==> config.mk <==
export PLATFORM = sky130hd
export DESIGN_NAME = rat_checkpoint_buffer
export DESIGN_NICKNAME = d
export VERILOG_FILES = /design/src/rtl/rat_checkpoint_buffer.sv
export SDC_FILE = /design/constraint.sdc
export NUM_CORES = 2
export LEC_CHECK = 0
export BUFFER_PORTS_ARGS = -buffer_cell sky130_fd_sc_hd__buf_2
export CORE_MARGIN = 3
export CORE_UTILIZATION = 55
export DETAILED_ROUTE_END_ITERATION = 7
export PLACE_DENSITY = 0.87
export SKIP_CTS_REPAIR_TIMING = 1
export SLEW_MARGIN = 10
export SYNTH_ARGS = -nofsm -noshare
export SYNTH_HDL_FRONTEND = slang
export SYNTH_SLANG_ARGS = --single-unit
==> constraint.sdc <==
create_clock -name clk -period 7.75 [get_ports clk]
set_clock_uncertainty 0.05 [all_clocks]
set_input_delay 0.3875 -clock clk [delete_from_list [all_inputs] [get_ports clk]]
set_output_delay 0.3875 -clock clk [all_outputs]
set_load 0.1 [all_outputs]
==> src/rtl/rat_checkpoint_buffer.sv <==
// Circular checkpoint queue of register-alias-table tag images. Captures on branch
// issue, scrubs completed tags from the CDB, and restores the oldest image on a mispredict.
module rat_checkpoint_buffer #(
    parameter int NUM_SRBITS = 8,
    parameter int DEPTH      = 4,
    parameter int PTR_W      = 2
) (
    input  logic                    clk,
    input  logic                    rst,
    input  logic                    snap_req,
    input  logic [31*NUM_SRBITS-1:0] all_tags_bus,
    output logic [PTR_W-1:0]        snap_id,
    output logic                    full,
    output logic                    empty,
    output logic [PTR_W:0]          count,
    input  logic                    resolve_valid,
    input  logic [PTR_W-1:0]        resolve_id,
    input  logic                    resolve_mispredict,
    input  logic [40:0]             cdb,
    output logic                    restore,
    output logic [31*NUM_SRBITS-1:0] restore_tags_bus,
    output logic                    err
);

    localparam int IMG_W = 31 * NUM_SRBITS;
    localparam logic [PTR_W:0] DEPTH_C = (PTR_W + 1)'(DEPTH);

    // Clears every tag field that equals the broadcast tag; tag 0 never matches.
    function automatic logic [IMG_W-1:0] scrub(
        input logic [IMG_W-1:0]      img,
        input logic                  hit_en,
        input logic [NUM_SRBITS-1:0] tag
    );
        logic [IMG_W-1:0] res;
        res = img;
        for (int f = 0; f < 31; f++) begin
            if (hit_en && (img[f*NUM_SRBITS +: NUM_SRBITS] == tag)) begin
                res[f*NUM_SRBITS +: NUM_SRBITS] = '0;
            end else begin
                res[f*NUM_SRBITS +: NUM_SRBITS] = img[f*NUM_SRBITS +: NUM_SRBITS];
            end
        end
        return res;
    endfunction

    logic [IMG_W-1:0]      slots_r [DEPTH];
    logic [PTR_W-1:0]      wr_ptr_r;
    logic [PTR_W-1:0]      rd_ptr_r;
    logic [PTR_W:0]        count_r;
    logic                  restore_r;
    logic [IMG_W-1:0]      restore_tags_r;
    logic                  err_r;

    logic [NUM_SRBITS-1:0] cdb_tag_s;
    logic                  hit_en_s;
    logic                  full_s;
    logic                  empty_s;
    logic                  resolve_ok_s;
    logic                  mispredict_s;
    logic                  correct_s;
    logic                  capture_s;
    logic                  err_s;
    logic [PTR_W-1:0]      wr_ptr_n_s;
    logic [PTR_W-1:0]      rd_ptr_n_s;
    logic [PTR_W:0]        count_n_s;
    logic                  occupied_s [DEPTH];
    logic                  unused_s;

    assign cdb_tag_s = cdb[32 +: NUM_SRBITS];
    assign hit_en_s  = cdb[40] && (cdb_tag_s != '0);
    assign full_s    = (count_r == DEPTH_C);
    assign empty_s   = (count_r == '0);
    assign unused_s  = ^cdb[31:0];

    // Control decode: resolve acceptance, capture qualification and error detection.
    always_comb begin
        resolve_ok_s = 1'b0;
        mispredict_s = 1'b0;
        correct_s    = 1'b0;
        capture_s    = 1'b0;
        err_s        = 1'b0;
        if (resolve_valid) begin
            if (!empty_s && (resolve_id == rd_ptr_r)) begin
                resolve_ok_s = 1'b1;
            end else begin
                err_s = 1'b1;
            end
        end else begin
            resolve_ok_s = 1'b0;
        end
        mispredict_s = resolve_ok_s && resolve_mispredict;
        correct_s    = resolve_ok_s && !resolve_mispredict;
        // A slot freed by an in-order commit in the same cycle can take the new capture.
        if (snap_req && !mispredict_s) begin
            if (!full_s || correct_s) begin
                capture_s = 1'b1;
            end else begin
                err_s = 1'b1;
            end
        end else begin
            capture_s = 1'b0;
        end
    end

    // Next pointer and occupancy values.
    always_comb begin
        wr_ptr_n_s = wr_ptr_r;
        rd_ptr_n_s = rd_ptr_r;
        count_n_s  = count_r;
        if (mispredict_s) begin
            wr_ptr_n_s = rd_ptr_r;
            count_n_s  = '0;
        end else begin
            if (capture_s) begin
                wr_ptr_n_s = wr_ptr_r + PTR_W'(1);
            end else begin
                wr_ptr_n_s = wr_ptr_r;
            end
            if (correct_s) begin
                rd_ptr_n_s = rd_ptr_r + PTR_W'(1);
            end else begin
                rd_ptr_n_s = rd_ptr_r;
            end
            case ({capture_s, correct_s})
                2'b10:   count_n_s = count_r + (PTR_W + 1)'(1);
                2'b01:   count_n_s = count_r - (PTR_W + 1)'(1);
                default: count_n_s = count_r;
            endcase
        end
    end

    // A slot is live when its distance from the read pointer is below the count.
    always_comb begin
        for (int i = 0; i < DEPTH; i++) begin
            occupied_s[i] = ({1'b0, PTR_W'(i) - rd_ptr_r} < count_r);
        end
    end

    // Pointer, count and output registers.
    always_ff @(posedge clk or posedge rst) begin
        if (rst) begin
            wr_ptr_r       <= '0;
            rd_ptr_r       <= '0;
            count_r        <= '0;
            restore_r      <= 1'b0;
            restore_tags_r <= '0;
            err_r          <= 1'b0;
        end else begin
            wr_ptr_r <= wr_ptr_n_s;
            rd_ptr_r <= rd_ptr_n_s;
            count_r  <= count_n_s;
            err_r    <= err_s;
            if (mispredict_s) begin
                restore_r      <= 1'b1;
                restore_tags_r <= scrub(slots_r[rd_ptr_r], hit_en_s, cdb_tag_s);
            end else begin
                restore_r      <= 1'b0;
                restore_tags_r <= restore_tags_r;
            end
        end
    end

    // Slot storage: capture with CDB bypass, otherwise scrub live slots; free slots keep stale data.
    always_ff @(posedge clk) begin
        for (int i = 0; i < DEPTH; i++) begin
            if (capture_s && (wr_ptr_r == PTR_W'(i))) begin
                slots_r[i] <= scrub(all_tags_bus, hit_en_s, cdb_tag_s);
            end else if (occupied_s[i]) begin
                slots_r[i] <= scrub(slots_r[i], hit_en_s, cdb_tag_s);
            end else begin
                slots_r[i] <= slots_r[i];
            end
        end
    end

    assign snap_id          = wr_ptr_r;
    assign full             = full_s;
    assign empty            = empty_s;
    assign count            = count_r;
    assign restore          = restore_r;
    assign restore_tags_bus = restore_tags_r;
    assign err              = err_r;

endmodule

; Word-level counts from Yosys, hierarchy flattened
; Memories as Yosys holds them, arrays and structs flattened.
; Cells that the tools add are included.
[classes]
add_sub_neg = 8
n_lt_le_gt_ge = 4
n_eq_ne = 193
n_mux = 611
bitwise_logic = 9
reduce_logical = 206
[ops]
columns = cell, count
row1 = 2-to-1 mux 8 bit, 558
row2 = 2-to-1 mux 248 bit, 8
row3 = == test 8 bit, 186
row4 = logical AND 1 bit, 195
row5 = 2-to-1 mux 1 bit, 41
row6 = < comparator 2 x 3 -> 1 bit, 4
row7 = OR 1 bit, 8
row8 = nonzero test 8 bit, 1
row9 = == test 2 bit (second input constant), 3
row10 = case mux 3 bit (2 select lines), 1
row11 = adder 2 x 1 -> 2 bit (second input constant), 2
row12 = == test 2 x 1 -> 1 bit (second input constant), 2
row13 = logical NOT 1 bit, 4
row14 = 2-to-1 mux 2 bit, 2
row15 = subtractor 1 x 2 -> 2 bit (first input constant), 2
row16 = subtractor 2 bit (first input constant), 2
row17 = adder 3 x 1 -> 3 bit (second input constant), 1
row18 = == test 3 bit (second input constant), 1
row19 = logical NOT 3 bit, 1
row20 = 2-to-1 mux 3 bit, 1
row21 = nonzero test 3 bit, 1
row22 = subtractor 3 x 1 -> 3 bit (second input constant), 1
row23 = == test 2 bit, 1
row24 = logical NOT 2 bit, 1
row25 = 4 further kinds, 4
[word_totals]
regBits = 257
mem_bits_rw = 992
input_bits = 296
output_inout_bits = 257
word_cells = 1038
memories = 1
[memory_table]
columns = memory, depth, word_bits, rd, rd_ports_with_merged_regs, write_ports, line_no
row1 = slots_r, 4, 248, 5, 0, 4, 46  ; logic [IMG_W-1:0] slots_r [DEPTH];

; Longest topological paths before layout
[depth]
ltp_word = 14
ltp_mapped = 15
depth_no_buf = 7

; Worst setup path after synthesis
; Ideal clock, no wire load.
[synth_timing]
path_kind = reg-to-reg
start = register rd_ptr_r[1]
end = memory slots_r[0][100] in the netlist's numbering, enable pin
t_arrival_ns = 3.244
setup_slack_ns = 4.069
stages_incl_launch_ff = 14
n_path_buf = 7
path_cell_list = dfrtp_1 > buf_2 > buf_2 > buf_2 > buf_2 > buf_2 > buf_2 > xnor2_1 > inv_1 > ha_1 > a21oi_1 > o21ai_0 > clkbuf_1 > o31ai_1
[synth_lines]
columns = item, line_no
row1 = start: declaration, 48  ; logic [PTR_W-1:0] rd_ptr_r;
row2 = start signal: assignment, 150  ; rd_ptr_r <= rd_ptr_n_s;
row3 = end: declaration, 46

==> flow_summary.yaml <==
route:
  drt_iter0_drc: 7025
  vias_per_cell: 6.39
  ant_nets: 0
  drc: 2
  first_pass_iters: 8
  routedWlPerCell_um: 25.6
  wl_um: 213000
  num_vias: 53100
clocking:
  cts_buffers: 136
  path_clk_slew_ns: 0.06
  cts.sinks: 1249
  clk_latency_ns: 0.81
  h-tree-depth: 4
  clockRootBuffer: "clkbuf_16"
  clockBufferDepth: 3
  cts_tree: "yes"
timing:
  fin_hold_ws_ns: -0.0264
  min_period_ns: 5.06
  tightestPinTransition_ns: 1.32
  finalHoldViolations: 17
  slew_violations: 0
  maxSlewHeadroom_pct: 11.3
  tns_ns: 0
  max_freq_mhz: 197
  finalCritPeriodShare_pct: 65.3
  rsz0062_at_grt: "false"
  report.final.setup_viol: 0
worst_setup_path:
  cp-end-kind: "flip-flop"
  crit_start: "rd_ptr_r[0]"
  cp_data_arrival_time_ns: 5.51
  slowest_delay_ns: 1.09
  regToRegStartpoint: "rd_ptr_r[0]"
  reg2regPathDepth: 7
  setup.worst_path.start_class: "flip-flop"
  cp_top_family: "buffers and inverters"
  r2r_end: "slots_r[3][166]"
  path_max_fanout: 61
  worstSetupPathType: "reg2reg"
  worstPathRequired_ns: 8.19
  r2r_setup_slack_ns: 2.69
  endpoint: "slots_r[3][166]"
  worstSetupPathDepth: 7
  path_cells: "xnor2_1 > nand4_1 > nand4_1 > buf_4 > o21a_4 > buf_4 > nor2_1"
  cp_num_buf_inv: 2
  critPathSlowestCell: "dfrtp_4"
placed_design:
  dp_hpwl_um: 134000
  routabilityCongestion: 0.934
  port_buffers: 520
  placed_area_um2: 73800
final_layout:
  fillers: 8999
  fin_nets: 6852
  multi_input_area_um2: 31700
  post-route-cell-area_um2: 79100
  fin_util_pct: 62.9
  seq_area_um2: 36200
  drive_gt1_share_pct: 17.6
  area_growth_pct: 13.3
synth:
  synth_area_leaders: "edfxtp_1, xnor2_1, dfrtp_1"
  synth_flop_cell: "edfxtp_1"
  synth_edf_count: 992
  avgSynthCellArea_um2: 11.4
  synth.yosys.seq_area_share_pct: 51.9
  yosysTopAreaCell: "edfxtp_1"
  async_reset_ff_share_pct: 20.6
  synth.distinct_cells: 51
  yosys-top-cells-count: "xnor2_1, nor2_1, edfxtp_1"
  synth_area_um2: 69800
  synth.ff_latch_count: 1249
  synthCells: 6124
  synth.top_cell.area_share_pct: 42.7
  yosysMostFrequentCell: "xnor2_1"
  syn_nets: 6429
  ys_warn_count: 0
floorplan:
  die_h_um: 362
  die_area_um2: 131000
  core-area_um2: 126000
  row_count: 130
  start_util_pct: 55.5
  ios: 553
  die_w_um: 362
hold_path:
  hold_path_depth: 3
  min_path_type: "in2reg"
power:
  p_leak_nw: 28.6
  switching_power_mw: 15.9
  p_clk_share_pct: 19.3
  power.internal_mw: 18.3
  power.density_nw_per_um2: 434
  power_frac_seq_pct: 32.8
  ir_drop_uv: 654
  p_sw_share_pct: 46.5
  power_frac_comb_pct: 47.9
grt:
  grt_first_pass_wirelength_um: 317000
  grt_pass1_vias: 54600
  grt_max_degree: 141
  grt_use_total_pct: 31.6
  antenna_found_initial: 3
  overflow: 0
job:
  drv_cap: 0
status:
  outcome: "finished, violations left"
  violations: "DRC, hold timing"
layout make-up:
| cell class | count | area share (%) |
|---|---|---|
| flip-flops and latches | 1249 | 45.8 |
| diodes | 3 | 0.00949 |
| multi-input cells | 4432 | 40.1 |
| inverters | 12 | 0.0759 |
| well taps | 1650 | 2.61 |
| repair buffers | 716 | 5.64 |
| clock inverters | 67 | 1.01 |
| clock buffers | 187 | 4.75 |
power groups by stage:
stage / logic (mW) / registers, mW / clock network (mW)
global route: 17.2 / 11.4 / 6.92
CTS: 16.2 / 11.2 / 6.66
global placement: 15.6 / 11.2 / 0
detailed placement: 16.0 / 11.3 / 0
finish: 16.4 / 11.2 / 6.63
floorplan: 8.38 / 15.0 / 0
flip-flops by register name, summed over array words and instances (netlist names):
| name | flops |
|---|---|
| slots_r | 992 |
| err | 1 |
| restore | 1 |
| restore_tags_bus | 248 |
| snap_id | 2 |
| count | 3 |
| rd_ptr_r | 2 |
worst min-delay path by stage:
stage,startpoint,end,slack (ns)
2_1_floorplan,resolve_valid,err,0.47
3_3_place_gp,restore_tags_bus[36],restore_tags_bus[36],0.45
3_5_place_dp,restore_tags_bus[45],restore_tags_bus[45],0.45
4_1_cts,rst,restore_tags_bus[10],-0.28
5_1_grt,all_tags_bus[52],slots_r[2][52],0.0008
6_report,all_tags_bus[151],slots_r[2][151],-0.03
metal layers:
layer	wire length (µm)	vias up	GRT usage, %
met2	100000	4189	50.9
met5	0	-	0
met3	27200	829	8.05
met4	13100	0	19.7
li1	-	22300	-
met1	72600	25900	38.3
logic make-up (layout without fill, tap and decap cells):
logic type / Yosys count / in the layout / share of synthesized area (%)
simple gates: 2206 / 2206 / 14.0
xor+xnor: 1485 / 1485 / 18.6
flops: 1249 / 1249 / 51.9
buf+inv: 443 / 982 / 2.97
compound gates: 436 / 436 / 3.84
mux: 296 / 296 / 8.43
fa+ha+maj: 9 / 9 / 0.172
other cells: 0 / 3 / 0
worst reg2reg max path, delay by kind of cell, from the launching register on:
kind	cells	cell delay (ns)
flip-flops	1	1.09
XOR/XNOR	1	0.27
buffers and inverters	2	1.61
AO/OA/AOI/OAI	1	0.72
AND/OR/NAND/NOR	3	1.03
through the flow:
stage | hold WS [ns] | total power [mW] | cells | setup slack (ns)
final | -0.0264 | 34.3 | 8316 | 2.69
after global routing | 0.000839 | 35.5 | 8315 | 2.40
after CTS | -0.283 | 34.0 | 8251 | 2.77
after detailed placement | 0.453 | 27.3 | 7997 | 2.81
after global placement | 0.447 | 26.8 | 7997 | 2.90
after floorplan | 0.474 | 23.4 | 6124 | 0.242
cell usage in the layout, fill, tap and decap left out, types with 122 or more instances in the layout:
master        n
a21oi_1     262
nand4_1     293
xnor2_1    1207
edfxtp_1    992
xor2_1      278
buf_2       512
nor2_1     1007
dfrtp_1     255
mux4_2      232
clkbuf_16   138
buf_4       122
nand2_1     735
(Power assumes the default switching activity.)
